===== src/rtl/pc_controller_pkg.sv =====
// Shared encodings for the fetch sequencer: control-flow classes and FSM states.
package pc_controller_pkg;

    localparam int ADDR_W_DEF = 10;

    localparam logic [2:0] TS_SEQ     = 3'd0;
    localparam logic [2:0] TS_BRANCH  = 3'd1;
    localparam logic [2:0] TS_JUMP    = 3'd2;
    localparam logic [2:0] TS_JUMPREG = 3'd3;
    localparam logic [2:0] TS_CALL    = 3'd4;
    localparam logic [2:0] TS_RET     = 3'd5;
    localparam logic [2:0] TS_HALT    = 3'd6;

    typedef enum logic [1:0] {INICIO, EXECUTA, PARADO} estado_t;

endpackage


===== src/rtl/pilha_retorno.sv =====
// Return-address LIFO; the pointer counts occupied entries, so topo reads entry sp-1.
module pilha_retorno #(
    parameter int ADDR_W      = 10,
    parameter int STACK_DEPTH = 4
) (
    input  logic              Clock,
    input  logic              Reset,
    input  logic              push,
    input  logic              pop,
    input  logic [ADDR_W-1:0] dado,
    output logic [ADDR_W-1:0] topo,
    output logic              cheia,
    output logic              vazia
);
    localparam int PW = $clog2(STACK_DEPTH);

    logic [ADDR_W-1:0] mem [STACK_DEPTH];
    logic [PW:0]       sp;
    logic [PW-1:0]     idx_topo;

    assign idx_topo = sp[PW-1:0] - PW'(1);
    assign topo     = mem[idx_topo];
    assign cheia    = (sp == (PW+1)'(STACK_DEPTH));
    assign vazia    = (sp == '0);

    always_ff @(posedge Clock) begin
        if (!Reset)
            sp <= '0;
        else if (push && !cheia)
            sp <= sp + (PW+1)'(1);
        else if (pop && !vazia)
            sp <= sp - (PW+1)'(1);
    end

    // Storage carries no reset; only the pointer defines validity.
    always_ff @(posedge Clock) begin
        if (Reset && push && !cheia)
            mem[sp[PW-1:0]] <= dado;
    end

endmodule


===== src/rtl/pc_controller.sv =====
// Fetch sequencer: picks the next PC each cycle and drives the PC register load port.
import pc_controller_pkg::*;

module pc_controller #(
    parameter int ADDR_W      = ADDR_W_DEF,
    parameter int STACK_DEPTH = 4,
    parameter int CNT_W       = 16
) (
    input  logic              Clock,
    input  logic              Reset,
    input  logic [ADDR_W-1:0] PCAtual,
    input  logic [2:0]        TipoSalto,
    input  logic              Condicao,
    input  logic [ADDR_W-1:0] Imediato,
    input  logic [ADDR_W-1:0] RegEndereco,
    input  logic              Stall,
    input  logic              Continuar,
    output logic              PCFunct,
    output logic [ADDR_W-1:0] InstrucaoModificada,
    output logic              Parado,
    output logic              ErroPilha,
    output logic [CNT_W-1:0]  ContInstrucoes
);
    estado_t           estado, estado_prox;
    logic              push, pop, erro_set, cheia, vazia;
    logic [ADDR_W-1:0] topo, pc_inc;

    assign pc_inc = PCAtual + ADDR_W'(1);

    pilha_retorno #(.ADDR_W(ADDR_W), .STACK_DEPTH(STACK_DEPTH)) u_pilha (
        .Clock (Clock),
        .Reset (Reset),
        .push  (push),
        .pop   (pop),
        .dado  (pc_inc),
        .topo  (topo),
        .cheia (cheia),
        .vazia (vazia)
    );

    always_ff @(posedge Clock) begin
        if (!Reset) begin
            estado         <= INICIO;
            Parado         <= 1'b0;
            ErroPilha      <= 1'b0;
            ContInstrucoes <= '0;
        end else begin
            estado <= estado_prox;
            Parado <= (estado_prox == PARADO);
            if (erro_set)
                ErroPilha <= 1'b1;
            if (PCFunct)
                ContInstrucoes <= ContInstrucoes + CNT_W'(1);
        end
    end

    always_comb begin
        estado_prox         = estado;
        PCFunct             = 1'b0;
        InstrucaoModificada = pc_inc;
        push                = 1'b0;
        pop                 = 1'b0;
        erro_set            = 1'b0;
        case (estado)
            INICIO: begin
                InstrucaoModificada = '0;
                estado_prox         = EXECUTA;
            end
            EXECUTA: if (!Stall) begin
                PCFunct = 1'b1;
                case (TipoSalto)
                    TS_BRANCH:  if (Condicao) InstrucaoModificada = Imediato;
                    TS_JUMP:    InstrucaoModificada = Imediato;
                    TS_JUMPREG: InstrucaoModificada = RegEndereco;
                    TS_CALL: begin
                        if (cheia) begin
                            PCFunct     = 1'b0;
                            erro_set    = 1'b1;
                            estado_prox = PARADO;
                        end else begin
                            push                = 1'b1;
                            InstrucaoModificada = Imediato;
                        end
                    end
                    TS_RET: begin
                        if (vazia) begin
                            PCFunct     = 1'b0;
                            erro_set    = 1'b1;
                            estado_prox = PARADO;
                        end else begin
                            pop                 = 1'b1;
                            InstrucaoModificada = topo;
                        end
                    end
                    TS_HALT: begin
                        PCFunct     = 1'b0;
                        estado_prox = PARADO;
                    end
                    default: ;
                endcase
            end
            PARADO: if (Continuar && !Stall && !ErroPilha) begin
                PCFunct     = 1'b1;
                estado_prox = EXECUTA;
            end
            default: estado_prox = INICIO;
        endcase
        // Reset outranks everything: no PC load and no stack traffic.
        if (!Reset) begin
            PCFunct             = 1'b0;
            InstrucaoModificada = '0;
            push                = 1'b0;
            pop                 = 1'b0;
        end
    end

endmodule


===== config.mk =====
export PLATFORM = sky130hd
export DESIGN_NAME = pc_controller
export DESIGN_NICKNAME = d
export VERILOG_FILES = /design/src/rtl/pc_controller_pkg.sv /design/src/rtl/pilha_retorno.sv /design/src/rtl/pc_controller.sv
export SDC_FILE = /design/constraint.sdc
export NUM_CORES = 1
export LEC_CHECK = 0
export CAP_MARGIN = 20
export CORE_MARGIN = 5
export CORE_UTILIZATION = 45
export CTS_CLUSTER_DIAMETER = 100
export DETAILED_ROUTE_END_ITERATION = 6
export HOLD_SLACK_MARGIN = 0.05
export PLACE_DENSITY = 0.71
export SKIP_CTS_REPAIR_TIMING = 1
export SYNTH_ARGS = -nofsm -noshare
export SYNTH_HDL_FRONTEND = slang
export SYNTH_HIERARCHICAL = 1
export SYNTH_SLANG_ARGS = --single-unit

===== constraint.sdc =====
create_clock -name Clock -period 4.95 [get_ports Clock]
set_clock_uncertainty 0.05 [all_clocks]
set_input_delay 0.7425 -clock Clock [delete_from_list [all_inputs] [get_ports Clock]]
set_output_delay 0.7425 -clock Clock [all_outputs]
set_load 0.05 [all_outputs]

==> impl_metrics.tcl, run 1 <==
set metrics [dict create \
    start_util_pct 46.94 \
    synth_largest_area_cell "edfxtp_1" \
    synth_top_area_share_pct 34.91 \
    drtIter0Drc 111 \
    grt.overflow.total 0 \
    cp_top_family "buffers and inverters" \
    fin_setup_tns_ps 0 \
    fin_crit_sh_pct 77.89 \
    r2r_end "u_pilha/sp[2]" \
    synth_cell_type_count 62 \
    max_freq_mhz 259.4 \
    pwr-share-comb_pct 10.7 \
    status "finished, final reports clean" \
    busiest_layer "met2" \
    antenna_found_initial 0 \
    holdPathStages 2 \
    wl_per_cell_um 16.52 \
    cpPeakStageDelay_ps 780 \
    critPathBufInv 3 \
    endpoint_kind "output port" \
    die_y_um 97.44 \
    grt_setup_unrepaired "no" \
    layout-drive-gt1-share_pct 13.46 \
    htree_levels 3 \
    tightest_slew_ps 665.0 \
    grt_start_max_net_pins 20 \
    hp-start "ContInstrucoes[13]" \
    critical_path_class "in2out" \
    die-area_um2 9495 \
    io_buffers 66 \
    gp_congestion 0.8132 \
    crit_required_ps 4160 \
    n_antenna_cell 0 \
    rows 31 \
    hpwl_um 5890 \
    num-nets-final 423 \
    switching_share_pct 22.89 \
    clk_pin_slew_ps 80 \
    route.detailed.drc 0 \
    maxCapViolCount 0 \
    syn_nets 351 \
    slowest_stage "clkdlybuf4s50_1" \
    reg2reg_depth 12 \
    pwr-share-clk_pct 43.9 \
    seqPwrFrac_pct 45.4 \
    synth.yosys.seq_area_share_pct 48.29 \
    synth-async-reset-ratio_pct 0 \
    crit_cells 7 \
    fin_area_um2 4439 \
    placed_area_um2 4195 \
    ys_warn_count 6 \
    maxSlewViolCount 0 \
    clk_latency_ps 340 \
    io-pin-count 67 \
    synth_area_um2 3441 \
    min_to "ContInstrucoes[13]" \
    cp_max_fo 15 \
    syn_area_per_cell_um2 11.39 \
    fin_cells 478 \
    netlist_instances 302 \
    leakagePower_nw 1.559 \
    grt_pass1_wl_um 12810 \
    cp-start-kind "primary input" \
    p_per_area_nw_per_um2 278.9 \
    cp_common_cell "buf_4" \
    syn_to_final_growth_pct 29.02 \
    synth_area_leaders "edfxtp_1 35%, dfxtp_1 13%, mux4_2 5.2%, xnor2_1 3.8%, ha_1 3.6%" \
    num-fill-cells 591 \
    core-area_um2 7331 \
    cts_buffers 9 \
    die_x_um 97.44 \
    power_mw 1.238 \
    mostFrequentLayoutCell "clkdlybuf4s50_1" \
    drt-vias-per-instance 5.487 \
    cts_root_buf "clkbuf_8" \
    cts_num_sinks 63 \
    use_met1_pct 20.81 \
    ir_worst_vdd_mv 0.1873 \
    synth_seq_cells 63 \
    hold_viol 0 \
    rr_startpoint "u_pilha/sp[1]" \
    synth_edf_count 40 \
    grt_use_total_pct 16.95 \
    cts_buffer_depth 2 \
    dr.pass1.iters 4 \
    grtUsageMet2_pct 28.62 \
    intPower_uw 954.6 \
    wirelength_um 7898 \
    cp.arrival_ps 3060 \
    met3_usage_pct 4.523 \
    r2r_slack_ps 1730 \
    layout_common_cells "56 x clkdlybuf4s50_1, 40 x edfxtp_1, 31 x nor2_1, 23 x dfxtp_1, 16 x nand2_1" \
    min_period_ps 3856 \
    grt_pass1_vias 2565 \
    cts_tree "built" \
    setup_viol 0 \
    place_inst 462 \
    cp_cell_sequence "clkdlybuf4s50_1 > or3_1 > nand4_1 > buf_4 > nor2_1 > a221o_1 > buf_4" \
    p_sw_uw 283.4 \
    relSlewSlack_pct 55.50 \
    vias 2623 \
    synthFlopType "edfxtp_1" \
    ant_nets 0 \
    hold_path.class "reg2reg" \
]
[worst register-to-register path, delay by kind of cell (launching register included)]
| family | cells | cell delay, ps |
|---|---|---|
| and+or+nand+nor | 5 | 1190 |
| adders and majority gates | 2 | 710 |
| DFF | 1 | 430 |
| buffers and inverters | 3 | 370 |
| AOI/OAI and AO/OA | 2 | 350 |
[per-layer routing]
metal / vias up / wire length [um]
met5: - / 0
met4: 0 / 123
met2: 57 / 4100
met3: 11 / 342
met1: 1267 / 3332
li1: 1288 / -
[flip-flops by register name (all words and copies together) (netlist names)]
signal,count
ContInstrucoes,16
ErroPilha,1
Parado,1
estado,2
u_pilha/mem,40
u_pilha/sp,3
[final cells by class]
class                   count  area [um2]  area share (%)
well taps                  99       123.9           2.790
clock buffers               9       123.9           2.790
clock inverters             7       120.1           2.706
flip-flops and latches     63        1662           37.43
inverters                  14       52.55           1.184
repair buffers             71       685.7           15.45
multi-input cells         215        1672           37.65
[cells by family (layout without fill, tap and decap cells)]
logic type,Yosys count,after routing,synth area share [%]
DFF,63,63,48.29
buffers and inverters,24,101,3.127
AOI/OAI and AO/OA,56,56,12.91
and+or+nand+nor,110,110,17.24
muxes,19,19,9.382
adders and majority gates,11,11,4.218
xor gates and xnor gates,19,19,4.836
[per-stage QoR]
step	hold WS [ps]	util [%]	worst slack [ps]
floorplan	531.3	-	1408
global placement	432.4	57.23	1147
detailed placement	449.9	57.23	1117
CTS	466.7	60.56	1108
global route	480.8	60.56	950.0
finish	468.5	60.56	1094
[how the worst max path moves through the flow]
stage | from | slack, ps | to
final | TipoSalto[1] | 1090 | InstrucaoModificada[1]
after global routing | Reset | 950 | InstrucaoModificada[3]
after CTS | Reset | 1110 | PCFunct
after detailed placement | Reset | 1120 | PCFunct
after global placement | Reset | 1150 | PCFunct
after floorplan | u_pilha/sp[0] | 1410 | u_pilha/sp[2]
[power groups by stage]
stage	clock network (mW)	logic (mW)	registers, mW
after global placement	0	0.131	0.574
after global routing	0.579	0.142	0.562
after CTS	0.554	0.133	0.562
after detailed placement	0	0.132	0.574
final	0.543	0.133	0.562
after floorplan	0	0.0721	0.576
[cells in the mapped netlist, drive strengths merged (10+ instances only)]
| cell | instances |
|---|---|
| a21oi | 12 |
| dfxtp | 23 |
| edfxtp | 40 |
| ha | 10 |
| inv | 14 |
| mux4 | 10 |
| nand2 | 17 |
| nand3 | 14 |
| nor2 | 32 |
| xnor2 | 15 |
(Power assumes the default switching activity.)
==> run 2: changes to the inputs <==
- PLACE_DENSITY: 0.71 -> 0.74
- clock period: 4.95 -> 3.2 ns (I/O delays scaled with it)
==> run 2 against run 1 <==
Net effect: global-route usage rose by 1.2 points; design area increased by 4.5%; setup slack worse by 920 ps; core utilization is 2.7 points higher; die area stayed put; critical path type unchanged; largest cell class unchanged; highest routed layer unchanged.
==> impl_metrics.tcl, run 2 (synthesis gave the netlist of run 1 again) <==
set metrics [dict create \
    cp_max_fo 9 \
    cts_buffers 9 \
    grt_start_max_net_pins 16 \
    r2r_slack_ps 420 \
    mostFrequentLayoutCell "clkdlybuf4s50_1" \
    place_inst 478 \
    rows 31 \
    die_y_um 97.44 \
    largest_reg_flops 40 \
    num-fill-cells 559 \
    fin_area_um2 4639 \
    io_buffers 66 \
    worst_slack_ps 172.0 \
    hold_viol 0 \
    cpPeakStageDelay_ps 630 \
    slowest_stage "clkdlybuf4s50_1" \
    leakagePower_nw 1.646 \
    syn_to_final_growth_pct 34.84 \
    cp-start-kind "primary input" \
    maxCapViolCount 0 \
    route.detailed.drc 0 \
    clk_pin_slew_ps 70 \
    max_freq_mhz 330.3 \
    wl_per_cell_um 17.52 \
    min_period_ps 3028 \
    tightest_slew_ps 533.8 \
    fin_cells 494 \
    placed_area_um2 4453 \
    multiInputGateArea_um2 1692 \
    p_per_area_nw_per_um2 384.2 \
    postLayoutCoreUtil_pct 63.29 \
    critical_path_class "in2out" \
    gp_congestion 0.8174 \
    grt_pass1_vias 2841 \
    seqCellArea_um2 1662 \
    layout_common_cells "55 x clkdlybuf4s50_1, 40 x edfxtp_1, 31 x nor2_1, 23 x dfxtp_1, 21 x buf_4" \
    hold_path.class "reg2reg" \
    n_antenna_cell 0 \
    cp.arrival_ps 2500 \
    fin_crit_sh_pct 94.63 \
    ant_nets 0 \
    place_ws_ps 128.1 \
    die_x_um 97.44 \
    io-pin-count 67 \
    cts_num_sinks 63 \
    crit_required_ps 2670 \
    cp_cell_sequence "clkdlybuf4s50_1 > inv_1 > nor4_1 > buf_4 > a22oi_1 > nor2_1 > a221o_1 > buf_12" \
    maxSlewViolCount 0 \
    start_util_pct 46.94 \
    num-nets-final 439 \
    core-area_um2 7331 \
    layout-drive-gt1-share_pct 16.20 \
    drtIter0Drc 172 \
    hpwl_um 6358 \
    cts_root_buf "clkbuf_8" \
    relSlewSlack_pct 64.16 \
    wirelength_um 8657 \
    fin_setup_tns_ps 0 \
    htree_levels 3 \
    cts_tree "built" \
    cts_buffer_depth 2 \
    grt_use_total_pct 18.19 \
    grt_pass1_wl_um 13830 \
    antenna_found_initial 0 \
    endpoint_kind "output port" \
    status "finished, final reports clean" \
    clk_latency_ps 340 \
    setup_viol 0 \
    die-area_um2 9495 \
    grt_setup_unrepaired "no" \
    vias 2758 \
    drt-vias-per-instance 5.583 \
    ir_worst_vdd_mv 0.2372 \
    grt.overflow.total 0 \
    dr.pass1.iters 4 \
]
==> run 2: cell count changes in the layout (fill, tap and decap cells not counted), sizes merged <==
| cell | before | now |
|---|---|---|
| buf | 15 | 32 |
| bufinv | 3 | 1 |
| clkinvlp | 1 | 0 |
| clkinv | 2 | 3 |
| clkdlybuf4s50 | 56 | 55 |
| clkbuf | 9 | 12 |
| inv | 15 | 14 |
==> run 2: where the power goes <==
| group | total (mW) | leakage, nW | internal [mW] | switching (mW) |
|---|---|---|---|---|
| combinational | 0.246 | 1.01 | 0.119 | 0.128 |
| clock | 0.666 | 0.0896 | 0.357 | 0.309 |
| sequential | 0.870 | 0.545 | 0.868 | 0.00241 |
==> run 2: layout make-up <==
type | count | area share (%)
clock buffer | 12 | 2.913
clock inverter | 4 | 0.9978
inverter | 14 | 1.133
multi-input combinational | 215 | 36.46
sequential | 63 | 35.81
tap | 99 | 2.670
timing repair buffer | 87 | 20.01
==> run 2: metrics by stage <==
step | hold slack, ps | power (mW)
finish | 445.3 | 1.782
global route | 464.3 | 1.842
CTS | 450.1 | 1.787
detailed placement | 433.8 | 1.131
global placement | 410.9 | 1.126
floorplan | 531.3 | 1.003
==> run 2: layer usage <==
layer | share of wire, % | track usage (%)
met5 | 0 | 0
met1 | 43 | 22.61
met3 | 3.4 | 4.020
met2 | 53 | 30.84
met4 | 1.4 | 6.922
==> run 2: critical path, delay by kind of cell <==
kind / cells / cell delay, ps
buffers and inverters: 4 / 1190
AND/OR/NAND/NOR: 2 / 560
AO/OA/AOI/OAI: 2 / 270
==> run 2: final timing paths <==
| path | endpoint | cells after the start | startpoint |
|---|---|---|---|
| setup / recovery | InstrucaoModificada[6] | 8 | TipoSalto[2] |
| setup reg to reg | u_pilha/sp[2] | 11 | u_pilha/sp[0] |
| hold reg to reg | ContInstrucoes[15] | 2 | ContInstrucoes[15] |
| hold / removal | ContInstrucoes[15] | 2 | ContInstrucoes[15] |
==> run 3: changes to the inputs <==
- SKIP_LAST_GASP: not set -> 1
==> results of run 3 <==
Same layout as run 2: the final DEF is identical, and so are final timing and power.
